**config.mk**
```make
export PLATFORM = sky130hd
export DESIGN_NAME = maze_solver
export DESIGN_NICKNAME = d
export VERILOG_FILES = /design/src/rtl/maze_solver.sv
export SDC_FILE = /design/constraint.sdc
export NUM_CORES = 1
export LEC_CHECK = 0
export ABC_AREA = 1
export BUFFER_PORTS_ARGS = -buffer_cell sky130_fd_sc_hd__buf_2
export CAP_MARGIN = 10
export CORE_MARGIN = 1
export CORE_UTILIZATION = 35
export DETAILED_ROUTE_END_ITERATION = 10
export SLEW_MARGIN = 10
export SYNTH_ARGS = -nofsm -noshare
export SYNTH_HDL_FRONTEND = slang
export SYNTH_SLANG_ARGS = --single-unit
```
**constraint.sdc**
```tcl
create_clock -name clk -period 5.7 [get_ports clk]
set_clock_uncertainty 0.2 [all_clocks]
set_input_delay 0.57 -clock clk [delete_from_list [all_inputs] [get_ports clk]]
set_output_delay 0.57 -clock clk [all_outputs]
set_load 0.02 [all_outputs]
```
**src/rtl/maze_solver.sv**
```systemverilog
// Wall-following maze solver: after each forward move it settles, reads the IR openings
// and issues either another forward move or a heading change to the navigation FSM.
module maze_solver #(
    parameter int unsigned SETTLE_CYC = 4
) (
    input  logic        clk,
    input  logic        rst_n,
    input  logic        cmd_md,
    input  logic        cmd0,
    input  logic        mv_cmplt,
    input  logic        sol_cmplt,
    input  logic        lft_opn,
    input  logic        rght_opn,
    input  logic        frwrd_opn,
    output logic        strt_mv,
    output logic        strt_hdng,
    output logic        stp_lft,
    output logic        stp_rght,
    output logic [11:0] dsrd_hdng
);

    // state   | meaning
    // IDLE    | waiting for cmd_md with no solution found
    // MV_WAIT | forward move in progress
    // SETTLE  | IR settle countdown before the decision
    // HD_WAIT | heading change in progress
    // DONE    | exit found, held until cmd_md drops

    localparam logic [11:0] HD_N = 12'h000;
    localparam logic [11:0] HD_W = 12'h3FF;
    localparam logic [11:0] HD_S = 12'h7FF;
    localparam logic [11:0] HD_E = 12'hC00;
    localparam logic [3:0]  SETTLE_LD = 4'(SETTLE_CYC);

    typedef enum logic [2:0] {IDLE, MV_WAIT, SETTLE, HD_WAIT, DONE} state_t;

    state_t      state_q, state_d;
    logic [3:0]  cnt_q, cnt_d;
    logic        mv_q, mv_d;
    logic        hd_q, hd_d;
    logic [11:0] hdng_q, hdng_d;
    logic        pref_opn, other_opn;

    function automatic logic [11:0] turn_left(input logic [11:0] h);
        case (h)
            HD_N:    return HD_W;
            HD_W:    return HD_S;
            HD_S:    return HD_E;
            HD_E:    return HD_N;
            default: return h;
        endcase
    endfunction

    function automatic logic [11:0] turn_right(input logic [11:0] h);
        case (h)
            HD_N:    return HD_E;
            HD_E:    return HD_S;
            HD_S:    return HD_W;
            HD_W:    return HD_N;
            default: return h;
        endcase
    endfunction

    function automatic logic [11:0] turn_back(input logic [11:0] h);
        case (h)
            HD_N:    return HD_S;
            HD_S:    return HD_N;
            HD_W:    return HD_E;
            HD_E:    return HD_W;
            default: return h;
        endcase
    endfunction

    // Right affinity mirrors the left-wall rules: preferred side becomes the right one.
    assign pref_opn  = cmd0 ? rght_opn : lft_opn;
    assign other_opn = cmd0 ? lft_opn  : rght_opn;

    always_comb begin
        state_d = state_q;
        cnt_d   = cnt_q;
        mv_d    = 1'b0;
        hd_d    = 1'b0;
        hdng_d  = hdng_q;
        if (!cmd_md) begin
            state_d = IDLE;
        end else if (state_q != IDLE && sol_cmplt) begin
            state_d = DONE;
        end else begin
            case (state_q)
                IDLE: begin
                    if (!sol_cmplt) begin
                        mv_d    = 1'b1;
                        state_d = MV_WAIT;
                    end
                end
                MV_WAIT: begin
                    if (mv_cmplt) begin
                        cnt_d   = SETTLE_LD;
                        state_d = SETTLE;
                    end
                end
                SETTLE: begin
                    cnt_d = cnt_q - 4'd1;
                    if (cnt_q <= 4'd1) begin
                        if (pref_opn) begin
                            hd_d    = 1'b1;
                            hdng_d  = cmd0 ? turn_right(hdng_q) : turn_left(hdng_q);
                            state_d = HD_WAIT;
                        end else if (frwrd_opn) begin
                            mv_d    = 1'b1;
                            state_d = MV_WAIT;
                        end else if (other_opn) begin
                            hd_d    = 1'b1;
                            hdng_d  = cmd0 ? turn_left(hdng_q) : turn_right(hdng_q);
                            state_d = HD_WAIT;
                        end else begin
                            hd_d    = 1'b1;
                            hdng_d  = turn_back(hdng_q);
                            state_d = HD_WAIT;
                        end
                    end
                end
                HD_WAIT: begin
                    if (mv_cmplt) begin
                        mv_d    = 1'b1;
                        state_d = MV_WAIT;
                    end
                end
                DONE:    state_d = DONE;
                default: state_d = IDLE;
            endcase
        end
    end

    always_ff @(posedge clk or negedge rst_n) begin
        if (!rst_n) begin
            state_q <= IDLE;
            cnt_q   <= 4'd0;
            mv_q    <= 1'b0;
            hd_q    <= 1'b0;
            hdng_q  <= HD_N;
        end else begin
            state_q <= state_d;
            cnt_q   <= cnt_d;
            mv_q    <= mv_d;
            hd_q    <= hd_d;
            hdng_q  <= hdng_d;
        end
    end

    assign strt_mv   = mv_q;
    assign strt_hdng = hd_q;
    assign dsrd_hdng = hdng_q;
    assign stp_lft   = cmd_md & ~cmd0;
    assign stp_rght  = cmd_md & cmd0;

endmodule

```
==> results.py, run 1 <==
metrics = {
    "yosys": {
        "synth_warnings": 0,
        "synth-seq-area-share_pct": 40.2,
        "synthCells": 187,
        "netlist_area_sq_um": 1310,
        "synth.distinct_cells": 26,
        "synthesis.nets": 198,
        "syn_avg_cell_area_sq_um": 6.99,
        "synth-seq-cells": 21,
    },
    "global_routing": {
        "grt_max_degree": 22,
        "grt_pass1_wl_um": 4730,
        "antenna_found_initial": 0,
        "grt_pass1_vias": 1053,
        "grt_overflow_total": 0,
        "grt_usage_pct": 14.8,
    },
    "sta": {
        "grt_setup_unrepaired": "no",
        "relSlewSlack_pct": 68.8,
        "report.final.slew_viol_count": 0,
        "min_period_ns": 2.12,
        "fin_crit_sh_pct": 37.1,
        "hold_viol_final": 0,
        "fin_ws_ns": 3.58,
        "finalSetupViolCount": 0,
        "tns_ns": 0,
        "timing.fmax_mhz": 472,
        "worst_pin_slew_ns": 0.468,
    },
    "floorplan": {
        "die_area_sq_um": 3980,
        "die_w_um": 63.1,
        "start_util_pct": 37.9,
        "die_y_um": 63.1,
        "num_rows": 21,
        "ios": 25,
        "core_area_sq_um": 3440,
    },
    "cts": {
        "hold_buffers": 0,
        "h-tree-depth": 1,
        "cts_sinks": 21,
        "cts.path.max_buffers": 2,
        "clk_pin_slew_worst_paths_ns": 0.08,
        "ctsResizeCount": 0,
        "cts_root_buf": "clkbuf_8",
        "insertion_delay_ns": 0.26,
        "cts_setup_buffers": 0,
        "cts_tree": "built",
        "cts_buffers": 3,
    },
    "layout": {
        "synthToLayoutAreaGrowth_pct": 15.7,
        "stdcell_count": 259,
        "drive_above_1_share_pct": 18.3,
        "nFillCells": 381,
        "diodes": 0,
        "multi_input_area_sq_um": 687,
        "fin_area_sq_um": 1510,
        "regArea_sq_um": 526,
        "fin_nets": 225,
    },
    "drt": {
        "avgViaCountPerCell": 4.81,
        "wire_per_inst_um": 10.4,
        "via_count": 1245,
        "first_pass_iters": 4,
        "drc": 0,
        "drt_iter0_markers": 64,
        "wl_um": 2700,
        "ant_nets": 0,
    },
    "placed_design": {
        "pre_cts_ws_ns": 3.56,
        "portBuffers": 24,
        "dp_hpwl_um": 2100,
        "routabilityCongestion": 0.844,
        "placed_cell_area_sq_um": 1470,
        "dp.cells": 255,
    },
    "run": {
        "max-cap-violations": 0,
    },
    "status": {
        "run_status": "complete, no violations",
    },
    "critical_path": {
        "critical_path_arrival_ns": 2.07,
        "worst_setup_path_end_kind": "flop",
        "critPathKind": "flop to flop",
        "crit_required_ns": 5.65,
        "crit_path_max_fanout": 11,
        "worstSetupStartpointType": "flop",
    },
    "power": {
        "cellLeakagePower_uw": 0.000829,
        "power_density_nw_per_um2": 459,
        "ir_drop_mv": 0.197,
    },
    "hold_path": {
        "hold_class": "input pin to async pin",
    },
}
cells in the final DEF (no fill, tap or decap), drive strengths merged, types with 3 or more instances in the layout:
cell     n
nand3   19
o211ai   3
o21ai    8
nor3     7
dfrtp   21
buf     24
nand2   71
clkbuf   3
nor2    24
inv     19
a21oi    4
cell type report:
cell class | count | area share [%]
Clock inverter | 1 | 0.331
Timing Repair Buffer | 24 | 7.95
Inverter | 20 | 4.97
Sequential cell | 21 | 34.8
Tap cell | 46 | 3.81
Multi-Input combinational cell | 144 | 45.4
Clock buffer | 3 | 2.73
cell usage after synthesis (all sizes together):
cell type | count | area [sq um]
nor3 | 7 | 51.3
o211ai | 3 | 22.5
o31ai | 1 | 7.51
a21oi | 4 | 20.0
nor3b | 1 | 18.8
inv | 19 | 71.3
nor2 | 24 | 95.1
nand4 | 2 | 12.5
nand2 | 71 | 277
buf | 2 | 18.8
a221oi | 1 | 8.76
dfrtp | 21 | 526
o22ai | 1 | 6.26
nand3 | 19 | 95.1
ha | 2 | 25.0
o21ai | 8 | 47.5
clkinv | 1 | 3.75
cell families after synthesis:
family,after synthesis,share of synthesized area [%]
and+or+nand+nor,124,42.1
buffers and inverters,22,7.18
DFF,21,40.2
AOI/OAI and AO/OA,18,8.62
adders and majority gates,2,1.92
flip-flops by register name, indices dropped and copies added (netlist names):
name / flops
state_q: 3
strt_hdng: 1
strt_mv: 1
dsrd_hdng: 12
cnt_q: 4
power by group:
group	internal, uW	total (uW)	switching, uW	leakage (uW)
Clock	48.6	96.8	48.2	0.0000255
Sequential	204	255	51.8	0.000280
Combinational	117	342	225	0.000524
through the flow:
step / hold WS [ns] / power, uW / utilization (%)
final: 0.0519 / 694 / 43.9
after detailed placement: 0.299 / 603 / 42.6
after CTS: 0.0752 / 705 / 43.9
after floorplan: 0.0744 / 510 / -
after global placement: 0.303 / 604 / 42.6
after global routing: 0.0977 / 757 / 43.9
critical path: stages, from the launching register on:
cell,delay [ns]
dfrtp_1,0.38
inv_1,0.11
ha_1,0.20
nor2_1,0.06
nor3_1,0.35
nand2_2,0.13
nor3b_4,0.25
o21ai_2,0.18
nand2_1,0.10
nand2_1,0.05
layer usage:
metal  vias up  routed length [um]  GRT usage, %  part of all wire (%)
met5         -                   0             0                     0
met4         0                   0          1.74                     0
met3         0                 106          3.44                   3.9
met2        27                1270          24.2                    47
met1       564                1320          20.3                    49
li1        654                   -             -                     -
worst paths after layout:
path	from	endpoint	slack [ns]	cells after the start
setup reg to reg	cnt_q[0]	dsrd_hdng[2]	3.58	9
setup / recovery	cnt_q[0]	dsrd_hdng[2]	3.58	9
hold / removal	rst_n	dsrd_hdng[4]	0.05	1
hold reg to reg	cnt_q[2]	cnt_q[2]	0.31	2
max in group asynchronous	rst_n	state_q[2]	4.92	1
min in group clk	cnt_q[2]	cnt_q[2]	0.31	2
No activity file was read; power rests on OpenSTA's default activity.
==> run 2, diff against run 1 <==
clock period = 1.8 ns   (was 5.7 ns; I/O delays follow)
==> results.py, run 2 (same netlist as run 1, synthesis figures left out) <==
metrics = {
    "status": {
        "run_status": "complete, no violations",
    },
    "global_routing": {
        "grt_overflow_total": 0,
        "grt_max_degree": 22,
        "grt_pass1_wl_um": 5320,
        "antenna_found_initial": 0,
        "grt_usage_pct": 16.7,
        "grt_pass1_vias": 1229,
    },
    "critical_path": {
        "crit_path_max_fanout": 4,
        "worstRegToRegCells": 10,
        "max_stage_delay_ns": 0.40,
        "critPathSlowestCell": "dfrtp_1",
        "cp.buffers_inverters": 2,
        "worstPathCellList": "inv_2 > ha_4 > nor2_2 > nor3_2 > nand2_2 > nor3b_4 > o21ai_2 > buf_4 > nand2_1 > nand2_1",
        "critical_path_arrival_ns": 1.75,
        "cpMostUsedCell": "nand2_1",
        "critPathKind": "flop to flop",
        "crit_required_ns": 1.75,
        "cpLargestDelayFamily": "simple AND/OR/NAND/NOR gates",
        "worstSetupStartpointType": "flop",
        "worst_setup_path_end_kind": "flop",
        "path_depth": 10,
        "rrSetupSlack_ns": 0.0005,
    },
    "sta": {
        "timing.fmax_mhz": 556,
        "hold_ws_ns": 0.0219,
        "min_period_ns": 1.80,
        "fin_ws_ns": 0.000546,
        "finalSetupViolCount": 0,
        "hold_viol_final": 0,
        "worst_pin_slew_ns": 0.473,
        "relSlewSlack_pct": 68.5,
        "grt_setup_unrepaired": "yes",
        "tns_ns": 0,
        "fin_crit_sh_pct": 100,
        "report.final.slew_viol_count": 0,
    },
    "layout": {
        "multi_input_area_sq_um": 767,
        "fin_area_sq_um": 1810,
        "fin_nets": 253,
        "diodes": 0,
        "regArea_sq_um": 528,
        "largest_reg_flops": 12,
        "layout_commonest_cell": "nand2_1",
        "synthToLayoutAreaGrowth_pct": 38.6,
        "final_util_pct": 52.6,
        "mostFrequentLayoutCells": "66 x nand2_1, 26 x buf_4, 24 x buf_2",
        "drive_above_1_share_pct": 34.9,
        "nFillCells": 357,
    },
    "drt": {
        "avgViaCountPerCell": 4.68,
        "via_count": 1344,
        "first_pass_iters": 4,
        "wire_per_inst_um": 10.5,
        "ant_nets": 0,
        "drc": 0,
        "drt_iter0_markers": 88,
        "wl_um": 3020,
    },
    "run": {
        "max-cap-violations": 0,
    },
    "power": {
        "power_density_nw_per_um2": 1440,
        "p_comb_share_pct": 56.4,
        "seq_power_share_pct": 31.9,
        "p_sw_uw": 1150,
        "ir_drop_mv": 0.777,
        "p_clk_share_pct": 11.8,
        "sw_frac_of_total_pct": 44.4,
        "p_int_uw": 1450,
        "cellLeakagePower_uw": 0.000963,
    },
    "cts": {
        "h-tree-depth": 1,
        "cts.path.max_buffers": 2,
        "cts_tree": "built",
        "cts_buffers": 3,
        "clk_pin_slew_worst_paths_ns": 0.07,
        "cts_root_buf": "clkbuf_8",
        "insertion_delay_ns": 0.26,
        "cts_sinks": 21,
    },
    "floorplan": {
        "die_w_um": 63.1,
        "num_rows": 21,
        "start_util_pct": 37.9,
        "core_area_sq_um": 3440,
        "die_area_sq_um": 3980,
        "ios": 25,
        "die_y_um": 63.1,
    },
    "placed_design": {
        "routabilityCongestion": 0.888,
        "pre_cts_ws_ns": -0.0281,
        "portBuffers": 24,
        "placed_cell_area_sq_um": 1650,
        "dp_hpwl_um": 2240,
    },
    "hold_path": {
        "hold_class": "input pin to flop",
        "whs_path_depth": 3,
    },
}
-- run 2: cell count changes in the layout (fill, tap and decap cells not counted), sizes merged --
| cell | before | now |
|---|---|---|
| buf | 24 | 51 |
| dlygate4sd3 | 0 | 1 |
-- run 2: through the flow --
step	power (uW)	cells
final	2600	287
after global routing	2850	287
after CTS	2490	283
after detailed placement	2160	277
after global placement	2150	277
after floorplan	1650	187
-- run 2: per-layer routing --
layer / track usage (%) / wire [um] / vias up
met5: 0 / 0 / -
met4: 3.20 / 11 / 0
met3: 4.35 / 106 / 2
met2: 27.8 / 1500 / 23
met1: 21.8 / 1410 / 605
li1: - / - / 714
-- run 2: power groups by stage --
| stage | Combinational (uW) | Clock, uW | Sequential [uW] |
|---|---|---|---|
| CTS | 1350 | 317 | 822 |
| finish | 1470 | 306 | 828 |
| floorplan | 705 | 0 | 943 |
| global placement | 1320 | 0 | 830 |
| global route | 1650 | 333 | 861 |
| detailed placement | 1330 | 0 | 831 |
-- run 2: repair_timing --
item	4_1_cts	5_1_grt
gates resized for setup	0	21
setup buffers	1	4
hold buffers	1	0
hold endpoints to repair	21	0
pin swaps	1	3
endpoints found under the setup margin	11	18
-- run 2: cell type report --
cell class / instances / area share, %
inverter: 20 / 4.15
multi-input combinational: 144 / 42.4
sequential: 21 / 29.2
clock inverter: 1 / 0.276
tap: 46 / 3.18
clock buffer: 3 / 2.28
timing repair buffer: 52 / 18.6
-- run 2: worst register-to-register path: cells and delay by family (launching register included) --
kind                     cells  cell delay, ns
flip-flops                   1            0.40
AND/OR/NAND/NOR              6            0.62
buffers and inverters        2            0.24
adder cells (fa/ha/maj)      1            0.14
AO/OA/AOI/OAI                1            0.10
-- run 2: final timing paths --
check                                   from            to
worst max-delay path                cnt_q[0]  dsrd_hdng[0]
worst min-delay path                  cmd_md    state_q[2]
worst max register to register      cnt_q[0]  dsrd_hdng[0]
worst min register to register  dsrd_hdng[4]  dsrd_hdng[4]
max in group asynchronous              rst_n    state_q[2]
min in group asynchronous              rst_n  dsrd_hdng[4]
